===== src/rtl/ncl_dualrail_sync_rx.sv =====
// ncl_dualrail_sync_rx: clocked receiver for an NCL dual-rail word source.
// Synchronises every rail, waits for a stable DATA or NULL wavefront,
// drives the NCL acknowledge (ki) and hands each DATA word to a
// valid/ready consumer. An optional checker flags words that do not form
// an incrementing count with matching carry-out.
module ncl_dualrail_sync_rx #(
  parameter int W         = 32,
  parameter int STABLE    = 2,
  parameter bit CHECK_SEQ = 1'b1
) (
  input  logic         clk,
  input  logic         init,
  input  logic [W-1:0] d_rail1,
  input  logic [W-1:0] d_rail0,
  input  logic         c_rail1,
  input  logic         c_rail0,
  output logic         ki,
  output logic         out_valid,
  input  logic         out_ready,
  output logic [W-1:0] out_data,
  output logic         out_carry,
  output logic [31:0]  word_count,
  output logic         err_illegal,
  output logic         seq_err
);

  localparam int CW = $clog2(STABLE + 1) + 1;
  localparam logic [CW-1:0] STABLE_C = CW'(STABLE);
  localparam logic [CW-1:0] ONE_C    = CW'(1);
  localparam logic [W-1:0]  INC_C    = W'(1);

  typedef enum logic [0:0] {
    S_WAIT_NULL = 1'b0,
    S_WAIT_DATA = 1'b1
  } state_t;

  // Every pair is exactly one-hot: a complete DATA wavefront.
  function automatic logic pairs_complete(input logic [W:0] r1, input logic [W:0] r0);
    return &(r1 ^ r0);
  endfunction

  // No rail asserted: a NULL wavefront.
  function automatic logic pairs_null(input logic [W:0] r1, input logic [W:0] r0);
    return ~|(r1 | r0);
  endfunction

  // Any pair with both rails high can never be a legal code.
  function automatic logic pairs_illegal(input logic [W:0] r1, input logic [W:0] r0);
    return |(r1 & r0);
  endfunction

  // Bit W of each rail vector carries the carry-out pair.
  logic [W:0]    r_sync1_r1, r_sync1_r0;
  logic [W:0]    r_s_r1, r_s_r0;
  logic [W:0]    r_prev_r1, r_prev_r0;
  logic [1:0]    r_fill;
  logic [CW-1:0] r_run;
  state_t        r_state;
  logic          r_ki;
  logic          r_out_valid;
  logic [W-1:0]  r_out_data;
  logic          r_out_carry;
  logic [31:0]   r_word_count;
  logic          r_err_illegal;
  logic          r_seq_err;
  logic [W-1:0]  r_seq_prev;
  logic          r_have_prev;

  logic          w_valid_s;
  logic          w_same;
  logic [CW-1:0] w_run;
  logic          w_stable;
  logic          w_acc_null;
  logic          w_acc_data;
  logic          w_illegal;
  logic          w_seq_bad;
  state_t        w_state_next;
  logic          w_capture;

  assign w_valid_s = r_fill[1];

  // Two-flop synchroniser on every rail; r_fill marks when s reflects post-reset input.
  always_ff @(posedge clk) begin
    if (init) begin
      r_sync1_r1 <= '0;
      r_sync1_r0 <= '0;
      r_s_r1     <= '0;
      r_s_r0     <= '0;
      r_fill     <= 2'b00;
    end else begin
      r_sync1_r1 <= {c_rail1, d_rail1};
      r_sync1_r0 <= {c_rail0, d_rail0};
      r_s_r1     <= r_sync1_r1;
      r_s_r0     <= r_sync1_r0;
      r_fill     <= {r_fill[0], 1'b1};
    end
  end

  // Classify s and count how many consecutive samples it has held its value.
  always_comb begin
    w_same     = (r_s_r1 == r_prev_r1) && (r_s_r0 == r_prev_r0);
    w_run      = '0;
    if (!w_valid_s) begin
      w_run = '0;
    end else if (!w_same) begin
      w_run = ONE_C;
    end else if (r_run >= STABLE_C) begin
      w_run = STABLE_C;
    end else begin
      w_run = r_run + ONE_C;
    end
    w_stable   = w_valid_s && (w_run >= STABLE_C);
    w_acc_null = w_stable && pairs_null(r_s_r1, r_s_r0);
    w_acc_data = w_stable && pairs_complete(r_s_r1, r_s_r0);
    w_illegal  = w_valid_s && pairs_illegal(r_s_r1, r_s_r0);
  end

  // Remember the previous sample and the running stability count.
  always_ff @(posedge clk) begin
    if (init) begin
      r_prev_r1 <= '0;
      r_prev_r0 <= '0;
      r_run     <= '0;
    end else begin
      r_prev_r1 <= r_s_r1;
      r_prev_r0 <= r_s_r0;
      r_run     <= w_run;
    end
  end

  // Next state: NULL is only acknowledged once the output register is free.
  always_comb begin
    w_state_next = r_state;
    w_capture    = 1'b0;
    case (r_state)
      S_WAIT_NULL: begin
        if (w_acc_null && (!r_out_valid || out_ready)) begin
          w_state_next = S_WAIT_DATA;
        end else begin
          w_state_next = S_WAIT_NULL;
        end
      end
      S_WAIT_DATA: begin
        if (w_acc_data) begin
          w_capture    = 1'b1;
          w_state_next = S_WAIT_NULL;
        end else begin
          w_state_next = S_WAIT_DATA;
        end
      end
      default: begin
        w_state_next = S_WAIT_NULL;
      end
    endcase
  end

  // State register; ki requests DATA exactly while waiting for it.
  always_ff @(posedge clk) begin
    if (init) begin
      r_state <= S_WAIT_NULL;
      r_ki    <= 1'b0;
    end else begin
      r_state <= w_state_next;
      r_ki    <= (w_state_next == S_WAIT_DATA);
    end
  end

  // Sequence check: a captured word must be the previous word plus one.
  always_comb begin
    w_seq_bad = 1'b0;
    if (CHECK_SEQ && r_have_prev) begin
      w_seq_bad = (r_s_r1[W-1:0] != (r_seq_prev + INC_C)) ||
                  (r_s_r1[W] != (&r_seq_prev));
    end else begin
      w_seq_bad = 1'b0;
    end
  end

  // Output word register, counters and sticky error flags.
  always_ff @(posedge clk) begin
    if (init) begin
      r_out_valid   <= 1'b0;
      r_out_data    <= '0;
      r_out_carry   <= 1'b0;
      r_word_count  <= 32'd0;
      r_err_illegal <= 1'b0;
      r_seq_err     <= 1'b0;
      r_seq_prev    <= '0;
      r_have_prev   <= 1'b0;
    end else begin
      if (w_capture) begin
        r_out_valid  <= 1'b1;
        r_out_data   <= r_s_r1[W-1:0];
        r_out_carry  <= r_s_r1[W];
        r_word_count <= r_word_count + 32'd1;
        r_seq_prev   <= r_s_r1[W-1:0];
        r_have_prev  <= 1'b1;
        r_seq_err    <= r_seq_err | w_seq_bad;
      end else if (r_out_valid && out_ready) begin
        r_out_valid <= 1'b0;
      end
      r_err_illegal <= r_err_illegal | w_illegal;
    end
  end

  assign ki          = r_ki;
  assign out_valid   = r_out_valid;
  assign out_data    = r_out_data;
  assign out_carry   = r_out_carry;
  assign word_count  = r_word_count;
  assign err_illegal = r_err_illegal;
  assign seq_err     = r_seq_err;

endmodule


===== config.mk =====
export PLATFORM = sky130hd
export DESIGN_NAME = ncl_dualrail_sync_rx
export DESIGN_NICKNAME = d
export VERILOG_FILES = /design/src/rtl/ncl_dualrail_sync_rx.sv
export SDC_FILE = /design/constraint.sdc
export NUM_CORES = 1
export LEC_CHECK = 0
export ABC_AREA = 1
export BUFFER_PORTS_ARGS = -buffer_cell sky130_fd_sc_hd__buf_4
export CELL_PAD_IN_SITES_DETAIL_PLACEMENT = 0
export CELL_PAD_IN_SITES_GLOBAL_PLACEMENT = 1
export CORE_ASPECT_RATIO = 0.9
export CORE_UTILIZATION = 40
export CTS_BUF_LIST = sky130_fd_sc_hd__clkbuf_2 sky130_fd_sc_hd__clkbuf_4 sky130_fd_sc_hd__clkbuf_8
export CTS_CLUSTER_SIZE = 8
export DETAILED_ROUTE_END_ITERATION = 8
export GPL_TIMING_DRIVEN = 0
export PLACE_DENSITY_LB_ADDON = 0.1
export SLEW_MARGIN = 20
export SYNTH_ARGS = -nofsm -noshare
export SYNTH_HDL_FRONTEND = slang
export SYNTH_SLANG_ARGS = --single-unit

===== constraint.sdc =====
create_clock -name clk -period 3.24 [get_ports clk]
set_input_delay 0.648 -clock clk [delete_from_list [all_inputs] [get_ports clk]]
set_output_delay 0.648 -clock clk [all_outputs]
set_load 0.01 [all_outputs]

# After elaboration in Yosys (flattened, before gate mapping)

Cells that the tools add are included.
Widths: inputs -> output; s select.

Mux-type cells: 12
Bitwise operators: 6
Order comparisons: 2
Reduce and logical (&&, ||, !) cells: 16
Equal/unequal tests: 4
Add/subtract/negate cells: 3

Operators by type and width:

| kind                  | number |
|---|---|
| $eq 33x33->1          | 2 |
| $reduce_or 33->1      | 2 |
| $add 32x1->32 const B | 2 |
| $and 33x33->33        | 1 |
| $or 33x33->33         | 1 |
| $reduce_and 33->1     | 1 |
| $xor 33x33->33        | 1 |
| $ne 32x32->1          | 1 |
| $reduce_and 32->1     | 1 |
| $mux 3                | 3 |
| $mux 1                | 8 |
| $logic_and 1x1->1     | 7 |
| $ge 3x2->1 const B    | 2 |
| $add 3x1->3 const B   | 1 |
| $logic_not 1->1       | 2 |
| $logic_or 1x1->1      | 2 |
| $or 1x1->1            | 2 |
| $pmux 1 s2            | 1 |
| $reduce_bool 2->1     | 1 |
| $ne 1x1->1            | 1 |
| $not 1->1             | 1 |

Output and inout bits: 69
Input port bits: 69
Register bits: 273
Word-level logic and storage cells: 60

# Depth between registers and ports, before layout

Depth after elaboration: 10
Depth in mapped cells: 18
Mapped depth without buffers: 16

# Worst setup path before layout

OpenSTA, ideal clock, no wires.

Path type: reg2reg
Start: register r_s_r1[27]
End: register r_word_count[20] (netlist: word_count[20])
Stages on the path, launching flop included: 12
Library setup time: 0.064 ns
Path slack: 1.135 ns
Clock period less this slack: 2.105 ns
Arrival: 2.041 ns
Data required time: 3.176 ns
Path buffers: 1
Cell sequence: dfxtp_1 > inv_1 > ha_1 > nand2_1 > nor3_1 > nand3_1 > nor4b_2 > clkbuf_1 > nand3_1 > nand2_1 > inv_1 > nor2_1

Cells in the longest elaborated chain, start to end: 9
Elaborated cells on any way between the ends: 11
Those cells by class: order compare (1); eq/ne (1); mux (4); bitwise (1); reduce/logical (4)

Ends and longest elaborated chain:

| element                | line | text |
|---|---|---|
| from (decl)            | 54   | `logic [W:0] r_s_r1, r_s_r0;` |
| from (signal assigned) | 93   | `r_s_r1 <= r_sync1_r1;` |
| $eq 33x33->1           | 101  | `w_same = (r_s_r1 == r_prev_r1) && (r_s_r0 == r_prev_r0);` |
| $logic_and 1x1->1      | 101  |  |
| $mux 3                 | 105  | `end else if (!w_same) begin` |
| $mux 3                 | 103  | `if (!w_valid_s) begin` |
| $ge 3x2->1             | 112  | `w_stable = w_valid_s && (w_run >= STABLE_C);` |
| $logic_and 1x1->1      | 112  |  |
| $logic_and 1x1->1 (*)  | 114  | `w_acc_data = w_stable && pairs_complete(r_s_r1, r_s_r0);` |
| $mux 1 (*)             | 144  | `if (w_acc_data) begin` |
| $mux 1 (*)             | 135  | `case (r_state)` |
| to (signal assigned)   | 195  | `r_word_count <= r_word_count + 32'd1;` |
| to (decl)              | 63   | `logic [31:0] r_word_count;` |

Every way passes the cells marked *; elsewhere a longest branch is shown, timed or not.
A chain may end at the register's enable or synchronous reset.

# Worst setup path in the final report

Start: register r_s_r1[23]
End: register r_word_count[25] (netlist: word_count[25])

The elaborated chain is that of the path after synthesis.

==> flow_metrics.env <==
export IMPL_relSlewSlack_pct=40.8
export IMPL_drc=0
export IMPL_hold_path_class="input pin to flop"
export IMPL_grt_pass1_wl_um=56200
export IMPL_antenna_left=0
export IMPL_fill_cells=3259
export IMPL_grt_pass1_vias=9993
export IMPL_wl_um=36300
export IMPL_synth_area_mm2=0.0127
export IMPL_clock_power_share_pct=45.0
export IMPL_ys_types=32
export IMPL_fin_nets=2116
export IMPL_max_stage_delay_ns=0.56
export IMPL_antenna_found_initial=0
export IMPL_clk_latency_ns=0.59
export IMPL_ys_seq_elements=273
export IMPL_post_place_ws_ns=-0.0183
export IMPL_cts_buffers_inserted=47
export IMPL_path_clk_slew_ns=0.06
export IMPL_final_cells=2421
export IMPL_hold_buffers=0
export IMPL_initial_core_util_pct=40.8
export IMPL_path_class="flop to flop"
export IMPL_ys_flop_type="dfxtp_1"
export IMPL_power_switching_w=0.00179
export IMPL_synth_cells=1792
export IMPL_worstMarginPinSlew_ns=0.888
export IMPL_wire_per_inst_um=15.0
export IMPL_pwr_share_seq_pct=48.3
export IMPL_async_flop_share_pct=0
export IMPL_num_io_pins=138
export IMPL_timing_max_cap_violations=0
export IMPL_status="finished clean"
export IMPL_swShare_pct=24.5
export IMPL_yosys_area_top_type="dfxtp_1"
export IMPL_cp_cell_sequence="inv_1 > ha_1 > nand4_1 > nor3_1 > nand3_1 > nor4b_4 > clkbuf_1 > nand4_1 > nand2_1 > nor2_1"
export IMPL_fin_hold_ws_ns=0.263
export IMPL_first_iter_violations=635
export IMPL_cp_common_cell="nand4_1"
export IMPL_h_tree_depth=2
export IMPL_fin_util_pct=49.0
export IMPL_ys_warn_count=0
export IMPL_slowest_stage="nor4b_4"
export IMPL_maxSlewViolCount=0
export IMPL_num_vias=10800
export IMPL_cts_sinks=273
export IMPL_r2r_end="word_count[25]$_SDFFE_PP0P_"
export IMPL_syn_mean_instance_area_um2=7.07
export IMPL_crit_path_start_kind="flop"
export IMPL_synth_seq_area_share_pct=43.1
export IMPL_cp_max_fo=10
export IMPL_viasPerCell=4.47
export IMPL_diodes=0
export IMPL_gp_congestion=0.917
export IMPL_rows=61
export IMPL_synth_top_cells_by_count="nand2_1, inv_1, nor2_1, dfxtp_1, ha_1"
export IMPL_syn2layout_area_growth_pct=20.1
export IMPL_clock_skew_ns=0.0338
export IMPL_regToRegStartpoint="r_s_r1[23]$_SDFF_PP0_"
export IMPL_crit_path_end_kind="flop"
export IMPL_holdPathStages=3
export IMPL_cts_tree="built"
export IMPL_die_area_mm2=0.0324
export IMPL_fin_crit_ns=3.02
export IMPL_fin_ws_ns=0.223
export IMPL_grt_usage_pct=22.7
export IMPL_p_leak_nw=7.78
export IMPL_r2r_slack_ns=0.22
export IMPL_power_internal_w=0.00553
export IMPL_peakVddDrop_mv=0.305
export IMPL_period_share_pct=93.1
export IMPL_dp_cells=2337
export IMPL_pwr_share_comb_pct=6.7
export IMPL_cp_required_ns=3.70
export IMPL_clockRootBuffer="clkbuf_8"
export IMPL_synth_most_common_cell="nand2_1"
export IMPL_port_buffers=136
export IMPL_layout_drive_gt1_share_pct=14.0
export IMPL_hpwl_um=28200
export IMPL_hold_end="r_sync1_r0[7]$_SDFF_PP0_"
export IMPL_rsz0062_at_grt="false"
export IMPL_cp_arrival_ns=3.48
export IMPL_core_area_mm2=0.0311
export IMPL_synth_edff_count=0
export IMPL_grt_max_degree=14
export IMPL_die_y_um=171
export IMPL_cts_buffer_depth=3
export IMPL_ff2ff_path_depth=10
export IMPL_timing_hold_violations_final=0
export IMPL_powerDensity_mw_per_mm2=481
export IMPL_max_freq_mhz=331
export IMPL_grt_ovfl_total=0
export IMPL_holdCritStartpoint="d_rail0[7]"
export IMPL_yosysTopAreaCellShare_pct=43.1
export IMPL_syn_nets=1931
export IMPL_die_w_um=190
export IMPL_finalSetupViolCount=0
export IMPL_synth_area_leaders="dfxtp_1, nand2_1, inv_1"
export IMPL_first_pass_iters=5
[flip-flops by register name (all words and copies together) (netlist names)]
name / cells
r_s_r1: 33
err_illegal: 1
r_fill: 2
out_carry: 1
r_sync1_r1: 33
ki: 1
word_count: 32
r_prev_r0: 33
seq_err: 1
r_seq_prev: 32
r_s_r0: 33
r_have_prev: 1
out_valid: 1
r_sync1_r0: 33
r_run: 3
r_prev_r1: 33
[cells by family after synthesis]
kind of cell	synth area share [%]
buf+inv	13.3
xor+xnor	5.25
flops	43.1
fa+ha+maj	6.91
simple gates	29.1
compound gates	2.29
[worst max path at each step]
| stage | from | endpoint | slack, ns |
|---|---|---|---|
| 6_report | r_s_r1[23]$_SDFF_PP0_ | word_count[25]$_SDFFE_PP0P_ | 0.22 |
| 5_1_grt | r_s_r1[23]$_SDFF_PP0_ | word_count[26]$_SDFFE_PP0P_ | 0.06 |
| 4_1_cts | r_s_r1[29]$_SDFF_PP0_ | word_count[5]$_SDFFE_PP0P_ | 0.20 |
| 3_5_place_dp | r_s_r1[29]$_SDFF_PP0_ | word_count[5]$_SDFFE_PP0P_ | -0.02 |
| 3_3_place_gp | r_s_r1[23]$_SDFF_PP0_ | word_count[25]$_SDFFE_PP0P_ | -0.002 |
| 2_1_floorplan | r_s_r1[27]$_SDFF_PP0_ | word_count[20]$_SDFFE_PP0P_ | 1.13 |
[power by group through the flow]
stage               Sequential (W)  Clock, W  Combinational, W
CTS                        0.00354   0.00338          0.000498
finish                     0.00353   0.00329          0.000490
global placement           0.00361         0          0.000491
floorplan                  0.00358         0          0.000303
global route               0.00354   0.00357          0.000562
detailed placement         0.00361         0          0.000495
[cells in the final DEF (no fill, tap or decap), types with 38 or more instances in the layout]
cell type,instances
clkbuf_8,57
a21oi_1,38
nand4_1,53
xnor2_1,41
buf_4,141
dfxtp_1,273
ha_1,70
nand3_1,55
nor2_1,338
inv_1,367
nand2_1,374
[metal layers]
layer | part of all wire, % | track usage, % | up-vias
met1 | 51 | 33.0 | 4852
met5 | 0 | 0 | -
met3 | 4.8 | 3.63 | 46
met4 | 1.8 | 5.82 | 0
li1 | - | - | 5682
met2 | 42 | 34.8 | 247
[what timing repair did]
item / in CTS / in global routing
gates resized for setup: 1 / 0
buffers inserted: 0 / 0
setup endpoints to repair: 10 / 0
endpoints found under the hold margin: 0 / 0
[worst max-delay path: cells and delay by family, from the launching register on]
family | cells | cell delay [ns]
fa+ha+maj | 1 | 0.32
simple gates | 7 | 1.42
flops | 1 | 0.47
buf+inv | 2 | 0.69
[layout make-up]
cell class	count	area, um2	share of cell area (%)
clock inverters	11	100	0.658
well taps	409	512	3.36
flip-flops and latches	273	5470	35.9
plain buffers	46	238	1.56
repair buffers	136	1020	6.71
clock buffers	73	905	5.94
multi-input cells	1088	5530	36.4
inverters	385	1450	9.50
[per-stage QoR]
step	power, W	cell area (um2)	setup TNS [ns]
2_1_floorplan	0.00388	12700	0
3_3_place_gp	0.00410	14200	-0.00183
3_5_place_dp	0.00410	14200	-0.0461
4_1_cts	0.00742	15200	0
5_1_grt	0.00768	15200	0
6_report	0.00732	15200	0
Note: power is estimated with default switching activity, not from simulation.
